$ cat src/rtl/upload_packer.sv
// Frames each contiguous same-source upload run as AA 44 src lenH lenL payload [csum] on a byte TX stream.
// Define UPLOAD_PACKER_CHECKSUM_EN to append the mod-256 checksum byte to every frame.
module upload_packer #(
    parameter int          MAX_PAYLOAD = 256,
    parameter logic [7:0]  HDR0        = 8'hAA,
    parameter logic [7:0]  HDR1        = 8'h44
) (
    input  logic       clk,
    input  logic       rst_n,
    input  logic       upload_req,
    input  logic [7:0] upload_data,
    input  logic [7:0] upload_source,
    input  logic       upload_valid,
    output logic       upload_ready,
    output logic [7:0] tx_data,
    output logic       tx_valid,
    input  logic       tx_ready,
    output logic       busy
);
    localparam int          AW      = (MAX_PAYLOAD > 1) ? $clog2(MAX_PAYLOAD) : 1;
    localparam logic [15:0] MAX_LEN = 16'(MAX_PAYLOAD);

    typedef enum logic [3:0] {
        IDLE, COLLECT, T_HDR0, T_HDR1, T_SRC, T_LENH, T_LENL, T_PAY
`ifdef UPLOAD_PACKER_CHECKSUM_EN
        , T_CSUM
`endif
    } state_t;

    state_t      state_q, state_d;
    logic [15:0] count_q, count_d;
    logic [15:0] rd_idx_q, rd_idx_d;
    logic [7:0]  cur_src_q;
    logic [7:0]  tx_byte_d;
    logic        tx_vld_d;
    logic [7:0]  pay_mem [MAX_PAYLOAD];
    logic [AW-1:0] wr_idx;

    logic accept, src_change, tx_fire, pay_last;

    assign accept     = upload_valid && upload_ready;
    assign src_change = upload_valid && (upload_source != cur_src_q);
    assign tx_fire    = tx_valid && tx_ready;
    assign pay_last   = (rd_idx_q == count_q - 16'd1);
    assign wr_idx     = (state_q == IDLE) ? '0 : count_q[AW-1:0];

`ifdef UPLOAD_PACKER_CHECKSUM_EN
    logic [7:0] csum_q, csum_d;

    // Length bytes are folded in on the single cycle that enters T_HDR0.
    always_comb begin
        csum_d = csum_q;
        if (accept)
            csum_d = (state_q == IDLE) ? upload_source + upload_data : csum_q + upload_data;
        if (state_d == T_HDR0 && state_q != T_HDR0)
            csum_d = csum_d + count_d[15:8] + count_d[7:0];
    end

    always_ff @(posedge clk or negedge rst_n) begin
        if (!rst_n) csum_q <= 8'h00;
        else        csum_q <= csum_d;
    end
`endif

    // State register plus the registered TX byte, so tx_data holds across stalls.
    always_ff @(posedge clk or negedge rst_n) begin
        if (!rst_n) begin
            state_q   <= IDLE;
            count_q   <= 16'd0;
            rd_idx_q  <= 16'd0;
            cur_src_q <= 8'h00;
            tx_data   <= 8'h00;
            tx_valid  <= 1'b0;
        end else begin
            state_q  <= state_d;
            count_q  <= count_d;
            rd_idx_q <= rd_idx_d;
            tx_data  <= tx_byte_d;
            tx_valid <= tx_vld_d;
            if (state_q == IDLE && accept)
                cur_src_q <= upload_source;
        end
    end

    always_ff @(posedge clk) begin
        if (accept)
            pay_mem[wr_idx] <= upload_data;
    end

    always_comb begin
        state_d  = state_q;
        count_d  = count_q;
        rd_idx_d = rd_idx_q;
        case (state_q)
            IDLE: begin
                if (accept) begin
                    count_d = 16'd1;
                    state_d = (upload_req && MAX_LEN != 16'd1) ? COLLECT : T_HDR0;
                end
            end
            COLLECT: begin
                if (accept)
                    count_d = count_q + 16'd1;
                if ((accept && !upload_req) || (!upload_valid && !upload_req) ||
                    src_change || count_d == MAX_LEN)
                    state_d = T_HDR0;
            end
            T_HDR0: if (tx_fire) state_d = T_HDR1;
            T_HDR1: if (tx_fire) state_d = T_SRC;
            T_SRC:  if (tx_fire) state_d = T_LENH;
            T_LENH: if (tx_fire) state_d = T_LENL;
            T_LENL: begin
                if (tx_fire) begin
                    state_d  = T_PAY;
                    rd_idx_d = 16'd0;
                end
            end
            T_PAY: begin
                if (tx_fire) begin
                    if (pay_last) begin
`ifdef UPLOAD_PACKER_CHECKSUM_EN
                        state_d = T_CSUM;
`else
                        state_d = IDLE;
                        count_d = 16'd0;
`endif
                    end else begin
                        rd_idx_d = rd_idx_q + 16'd1;
                    end
                end
            end
`ifdef UPLOAD_PACKER_CHECKSUM_EN
            T_CSUM: begin
                if (tx_fire) begin
                    state_d = IDLE;
                    count_d = 16'd0;
                end
            end
`endif
            default: state_d = IDLE;
        endcase
    end

    // Byte for the state being entered; registered above.
    always_comb begin
        tx_byte_d    = 8'h00;
        tx_vld_d     = (state_d != IDLE) && (state_d != COLLECT);
        busy         = (state_q != IDLE);
        upload_ready = (state_q == IDLE) ||
                       (state_q == COLLECT && count_q < MAX_LEN && !src_change);
        case (state_d)
            T_HDR0: tx_byte_d = HDR0;
            T_HDR1: tx_byte_d = HDR1;
            T_SRC:  tx_byte_d = cur_src_q;
            T_LENH: tx_byte_d = count_q[15:8];
            T_LENL: tx_byte_d = count_q[7:0];
            T_PAY:  tx_byte_d = pay_mem[rd_idx_d[AW-1:0]];
`ifdef UPLOAD_PACKER_CHECKSUM_EN
            T_CSUM: tx_byte_d = csum_q;
`endif
            default: tx_byte_d = 8'h00;
        endcase
    end
endmodule

$ cat config.mk
export PLATFORM = sky130hd
export DESIGN_NAME = upload_packer
export DESIGN_NICKNAME = d
export VERILOG_FILES = /design/src/rtl/upload_packer.sv
export SDC_FILE = /design/constraint.sdc
export NUM_CORES = 2
export LEC_CHECK = 0
export ABC_AREA = 1
export CAP_MARGIN = 0
export CORE_ASPECT_RATIO = 1.5
export CORE_UTILIZATION = 25
export CTS_CLUSTER_DIAMETER = 40
export DETAILED_ROUTE_END_ITERATION = 10
export HOLD_SLACK_MARGIN = 0.12
export PLACE_DENSITY = 0.38
export SYNTH_ARGS = -nofsm -noshare
export SYNTH_HDL_FRONTEND = slang
export SYNTH_SLANG_ARGS = --single-unit
$ cat constraint.sdc
create_clock -name clk -period 9.4 [get_ports clk]
set_input_delay 0.94 -clock clk [delete_from_list [all_inputs] [get_ports clk]]
set_output_delay 0.94 -clock clk [all_outputs]
set_load 0.02 [all_outputs]
# Word level (Yosys, flattened, before mapping)
# Memories as Yosys holds them, arrays and structs flattened.
# Index checks and enable logic that the tools add are counted.
# totals
ff_bits,53
ramBits,2048
inputBits,21
output_inout_bits,11
elab_cells,82
memories,1
# memory_table
memory,words,width,read_ports,rd_ports_with_merged_regs,wr,line,rtl
pay_mem,256,8,1,0,1,36,logic [7:0] pay_mem [MAX_PAYLOAD];
# op_classes
add_sub_neg,3
order_cmp,1
eq_ne,22
muxes,25
reduce_logical,23
# op_table
operator,n
$mux W16,8
$pmux W16 S3,1
$pmux W8 S6,1
$mux W4,9
$add A16 B1 Y16 const B,2
$eq A4 B3 Y1 const B,8
$pmux W16 S2,1
$pmux W4 S8,1
$eq A16 B16 Y1,1
$eq A16 B9 Y1 const B,1
$eq A4 B2 Y1 const B,4
$lt A16 B9 Y1 const B,1
$sub A16 B1 Y16 const B,1
$ne A2 B2 Y1 const B,5
$logic_and A1 B1 Y1,9
$mux W8,1
$ne A8 B8 Y1,1
$reduce_and A4 Y1,2
$reduce_bool A4 Y1,2
$eq A4 B1 Y1 const B,1
$logic_not A4 Y1,1
$logic_or A1 B1 Y1,4
$ne A4 B1 Y1 const B,1
$logic_not A1 Y1,3
other kinds (4),5

# Longest topological paths before layout
# depth
word_depth,14
depth_mapped,30
ltp_nobuf,27

# Least setup slack after synthesis
# OpenSTA, ideal clock, no wires.
# synth_timing
path_kind,in2reg
startpoint,input upload_source[7]
endpoint,memory pay_mem[76][0] (enable)
setup_ns,0.395
arrival_time_ns,3.328
required_ns,9.005
slack_ns,5.677
stages,11
n_path_buf,1
cell_sequence,xor2_1 -> nor3_1 -> nand2_1 -> o31ai_1 -> nand2_1 -> nand2_1 -> nand2_1 -> clkbuf_1 -> nor2_1 -> nand3_1 -> nor4_1
# synth_between
elab_chain_cells,8
# synth_lines
item,line,rtl
start: declaration,12,"input logic [7:0] upload_source,"
$ne A8 B8 Y1,42,assign src_change = upload_valid && (upload_source != cur_src_q);
$logic_and A1 B1 Y1,42,
$logic_not A1 Y1,150,(state_q == COLLECT && count_q < MAX_LEN && !src_change);
$logic_and A1 B1 Y1,150,
$logic_or A1 B1 Y1,149,upload_ready = (state_q == IDLE) ||
net upload_ready,14,"output logic upload_ready,"
$logic_and A1 B1 Y1,41,assign accept = upload_valid && upload_ready;
$mux W1,86,if (accept)
$mux W1 (implied by the code),87,pay_mem[wr_idx] <= upload_data;
end: declaration,36,
# The timed path passes the listed nets, and every way through them passes these cells.

# Worst setup path after layout
# layout_timing
startpoint,register count_q[6]
endpoint,register tx_data[2]
# layout_between
elab_chain_cells,13
# layout_lines
item,line,rtl
start: declaration,31,"logic [15:0] count_q, count_d;"
start signal: assignment,76,count_q <= count_d;
branches (longest 12 deep; another with $sub A16 B1 Y16),n/a,
$pmux W8 S6 *,151,case (state_d)
net tx_byte_d[2],34,logic [7:0] tx_byte_d;
end signal: assignment,78,tx_data <= tx_byte_d;
end: declaration,15,"output logic [7:0] tx_data,"
# Mark *: on every way through the listed nets, which the timed path passes. The select of a mux whose other input is x is not followed.
# A chain may end at the register's enable or synchronous reset.

==> flow_summary.json <==
{
  "cp-end-kind": "flip-flop",
  "ff2ff_path_depth": 26,
  "final.setup.worst_slack_ps": 2395,
  "synth_xor_area_frac": 0.003086,
  "cts_tree": "done",
  "clkTransAtPathRegs_ps": 60,
  "relSlewSlack": 0.1816,
  "min_period_ps": 7005,
  "setup_viol": 0,
  "cts_inserted_buffers": 270,
  "antenna_found_initial": 10,
  "viasPerCell": 4.709,
  "dieHeight_um": 728.6,
  "synthAdderAreaFrac": 0.0004266,
  "ant_nets": 0,
  "regArea_mm2": 0.06283,
  "top_usage_layer": "met2",
  "post-dp-hpwl_um": 174800,
  "clock-sinks": 2101,
  "drv_cap": 0,
  "grt_pass1_wl_um": 438900,
  "rsz0062_at_grt": "no",
  "place_inst": 11960,
  "hold_violations": 0,
  "cts_setup_buffers": 0,
  "synthCells": 7655,
  "met2_usage": 0.3071,
  "cts_resized": 0,
  "fmax_mhz": 142.7,
  "ios": 32,
  "multi_input_area_mm2": 0.02198,
  "fin_cells": 12440,
  "final_cell_mix": "nand3_1 (2221), nand2_1 (2083), edfxtp_1 (2048)",
  "syn_avg_cell_area_um2": 11.49,
  "use_met1": 0.2016,
  "cts_buffer_depth": 4,
  "yosysSeqAreaShare": 0.7140,
  "postPlaceCellArea_mm2": 0.09271,
  "drv_slew": 0,
  "synth.area.mux_share": 0,
  "yosysUniqueCellTypes": 42,
  "drive_gt1_frac": 0.07645,
  "synth_nets": 7679,
  "powerDensity_mw_per_mm2": 237.3,
  "cts_hold_buf": 0,
  "pre_cts_slack_ps": 2397,
  "first_pass_iters": 5,
  "clock_skew_ps": 55.52,
  "r2r_setup_slack_ps": 2390,
  "row_count": 266,
  "worstPathMaxFanout": 208,
  "critPathLaunchType": "flip-flop",
  "synth-compound-area-share": 0.005162,
  "synth_top_family_by_area": "simple AND/OR/NAND/NOR gates",
  "syn_area_mm2": 0.08799,
  "grt_pass1_vias": 58800,
  "path_class": "reg -> reg",
  "dieArea_mm2": 0.3544,
  "r2r_end": "tx_data[2]",
  "drc_errors": 0,
  "worst_pin_slew_ps": 1223,
  "grt_use_met3": 0.02322,
  "clockRootBuffer": "clkbuf_16",
  "ir_drop_mv": 0.1366,
  "grt-ovfl-total": 0,
  "drtIter0Drc": 4303,
  "routed_wl_um": 308700,
  "place_congestion": 0.8156,
  "vias": 58570,
  "yosys.area.top_type": "edfxtp_1",
  "io_buffers": 31,
  "power_leakage_uw": 0.03457,
  "synth_top_area_share": 0.6990,
  "cp.required_ps": 10190,
  "cp.arrival_ps": 7800,
  "synth-simple-area-share": 0.2392,
  "fin_area_mm2": 0.1015,
  "fin_tns_setup_ps": 0,
  "initial_core_util": 0.2513,
  "core_area_mm2": 0.3501,
  "status": "completed",
  "fin_nets": 7569,
  "clk_latency_ps": 860,
  "final_util": 0.2898,
  "area_growth_pct": 15.31,
  "final.fill_count": 36050,
  "cts_max_level": 5,
  "final_common_cell": "nand3_1",
  "ys_ff_latch": 2101,
  "ys_warn_count": 0,
  "grtUsageTotal": 0.1700,
  "r2r_start": "count_q[6]",
  "synth.top_cells.by_area": "edfxtp_1 (70%), nand3_1 (13%), nand2_1 (9.0%)",
  "route.detailed.wl_per_inst_um": 24.82,
  "grt_max_degree": 209,
  "post-route-period-util": 0.7453,
  "die_x_um": 486.4,
  "hold_class": "in -> async"
}
-- report_power, final --
group	switching [uW]	total, uW	internal [uW]
Sequential	77.8	10400	10300
Combinational	2550	3330	781
Clock	4260	10300	6070
Total	6880	24100	17200
-- cell type report --
type	instances	share of cell area
Sequential cell	2101	0.6192
Multi-Input combinational cell	4883	0.2166
Clock buffer	319	0.07060
Tap cell	4690	0.05784
Clock inverter	152	0.01550
Timing Repair Buffer	141	0.01426
Inverter	148	0.005870
Antenna cell	4	0.00009866
-- stage by stage --
step / power (uW) / hold slack, ps
6_report: 24070 / 254.5
5_1_grt: 24880 / 314.0
4_1_cts: 24380 / 221.4
3_5_place_dp: 13990 / 541.1
3_3_place_gp: 14000 / 523.0
2_1_floorplan: 12480 / 482.9
-- routing by layer --
metal / wire length, um / share of wire / up-vias
li1: - / - / 26930
met4: 12280 / 0.040 / 6
met5: 40 / 0.00013 / -
met3: 14110 / 0.046 / 492
met2: 159300 / 0.52 / 1566
met1: 123000 / 0.40 / 29580
-- cells by family after synthesis --
logic type | after synthesis
xor gates and xnor gates | 31
adders and majority gates | 3
other | 1
DFF | 2101
and+or+nand+nor | 4767
buffers and inverters | 671
AOI/OAI and AO/OA | 81
-- registers in the layout, summed over array words and instances (netlist names) --
signal	flops
state_q	4
pay_mem	2048
tx_data	8
tx_valid	1
cur_src_q	8
count_q	16
rd_idx_q	16
-- cell usage after synthesis (all sizes together) --
cell type and instances:
or2 3, nand3 2226, a2111oi 1, o22ai 17, nor3 28, nand3b 45, conb 1, nor2 345
o32ai 2, clkbuf 97, o21ai 53, nand2 2106, clkinv 6, inv 142, a211oi 1, nand4 9
nor4 5, o31ai 1, buf 426, dfrtp 53, edfxtp 2048, ha 3, a21oi 4, xor2 26
o21a 1, a32oi 1, xnor2 5
-- how the worst max path moves through the flow --
stage                           startpoint              to  slack [ps]  cells after the start
after global routing            count_q[6]      tx_data[2]        2070                     26
final                           count_q[6]      tx_data[2]        2390                     26
after CTS                       count_q[6]      tx_data[2]        2430                     26
after floorplan           upload_source[7]  pay_mem[76][0]        5680                     11
after global placement            tx_ready      tx_data[2]        2420                     21
after detailed placement          tx_ready      tx_data[2]        2400                     21
-- critical path, stage by stage (launching register included) --
cell     delay [ps]
dfrtp_1         570
nor2_4          460
nand2_2         210
nor2_4          200
nand2_1          70
nand2_1          60
nand2_1          50
nand2_1          80
nor2_2           40
nand2_2          90
inv_2            30
nand2_1          80
nand3_2         240
nand2_8         540
nand2_8         480
inv_16          650
buf_12          540
nand2_1         100
nand3_1         150
nand3_1         120
nand3_1         120
nand3_1         120
nand3_1         250
nand3_1         470
nand3_1         400
nand3_1         160
nand2_1          90
Note: power is estimated with default switching activity, not from simulation.
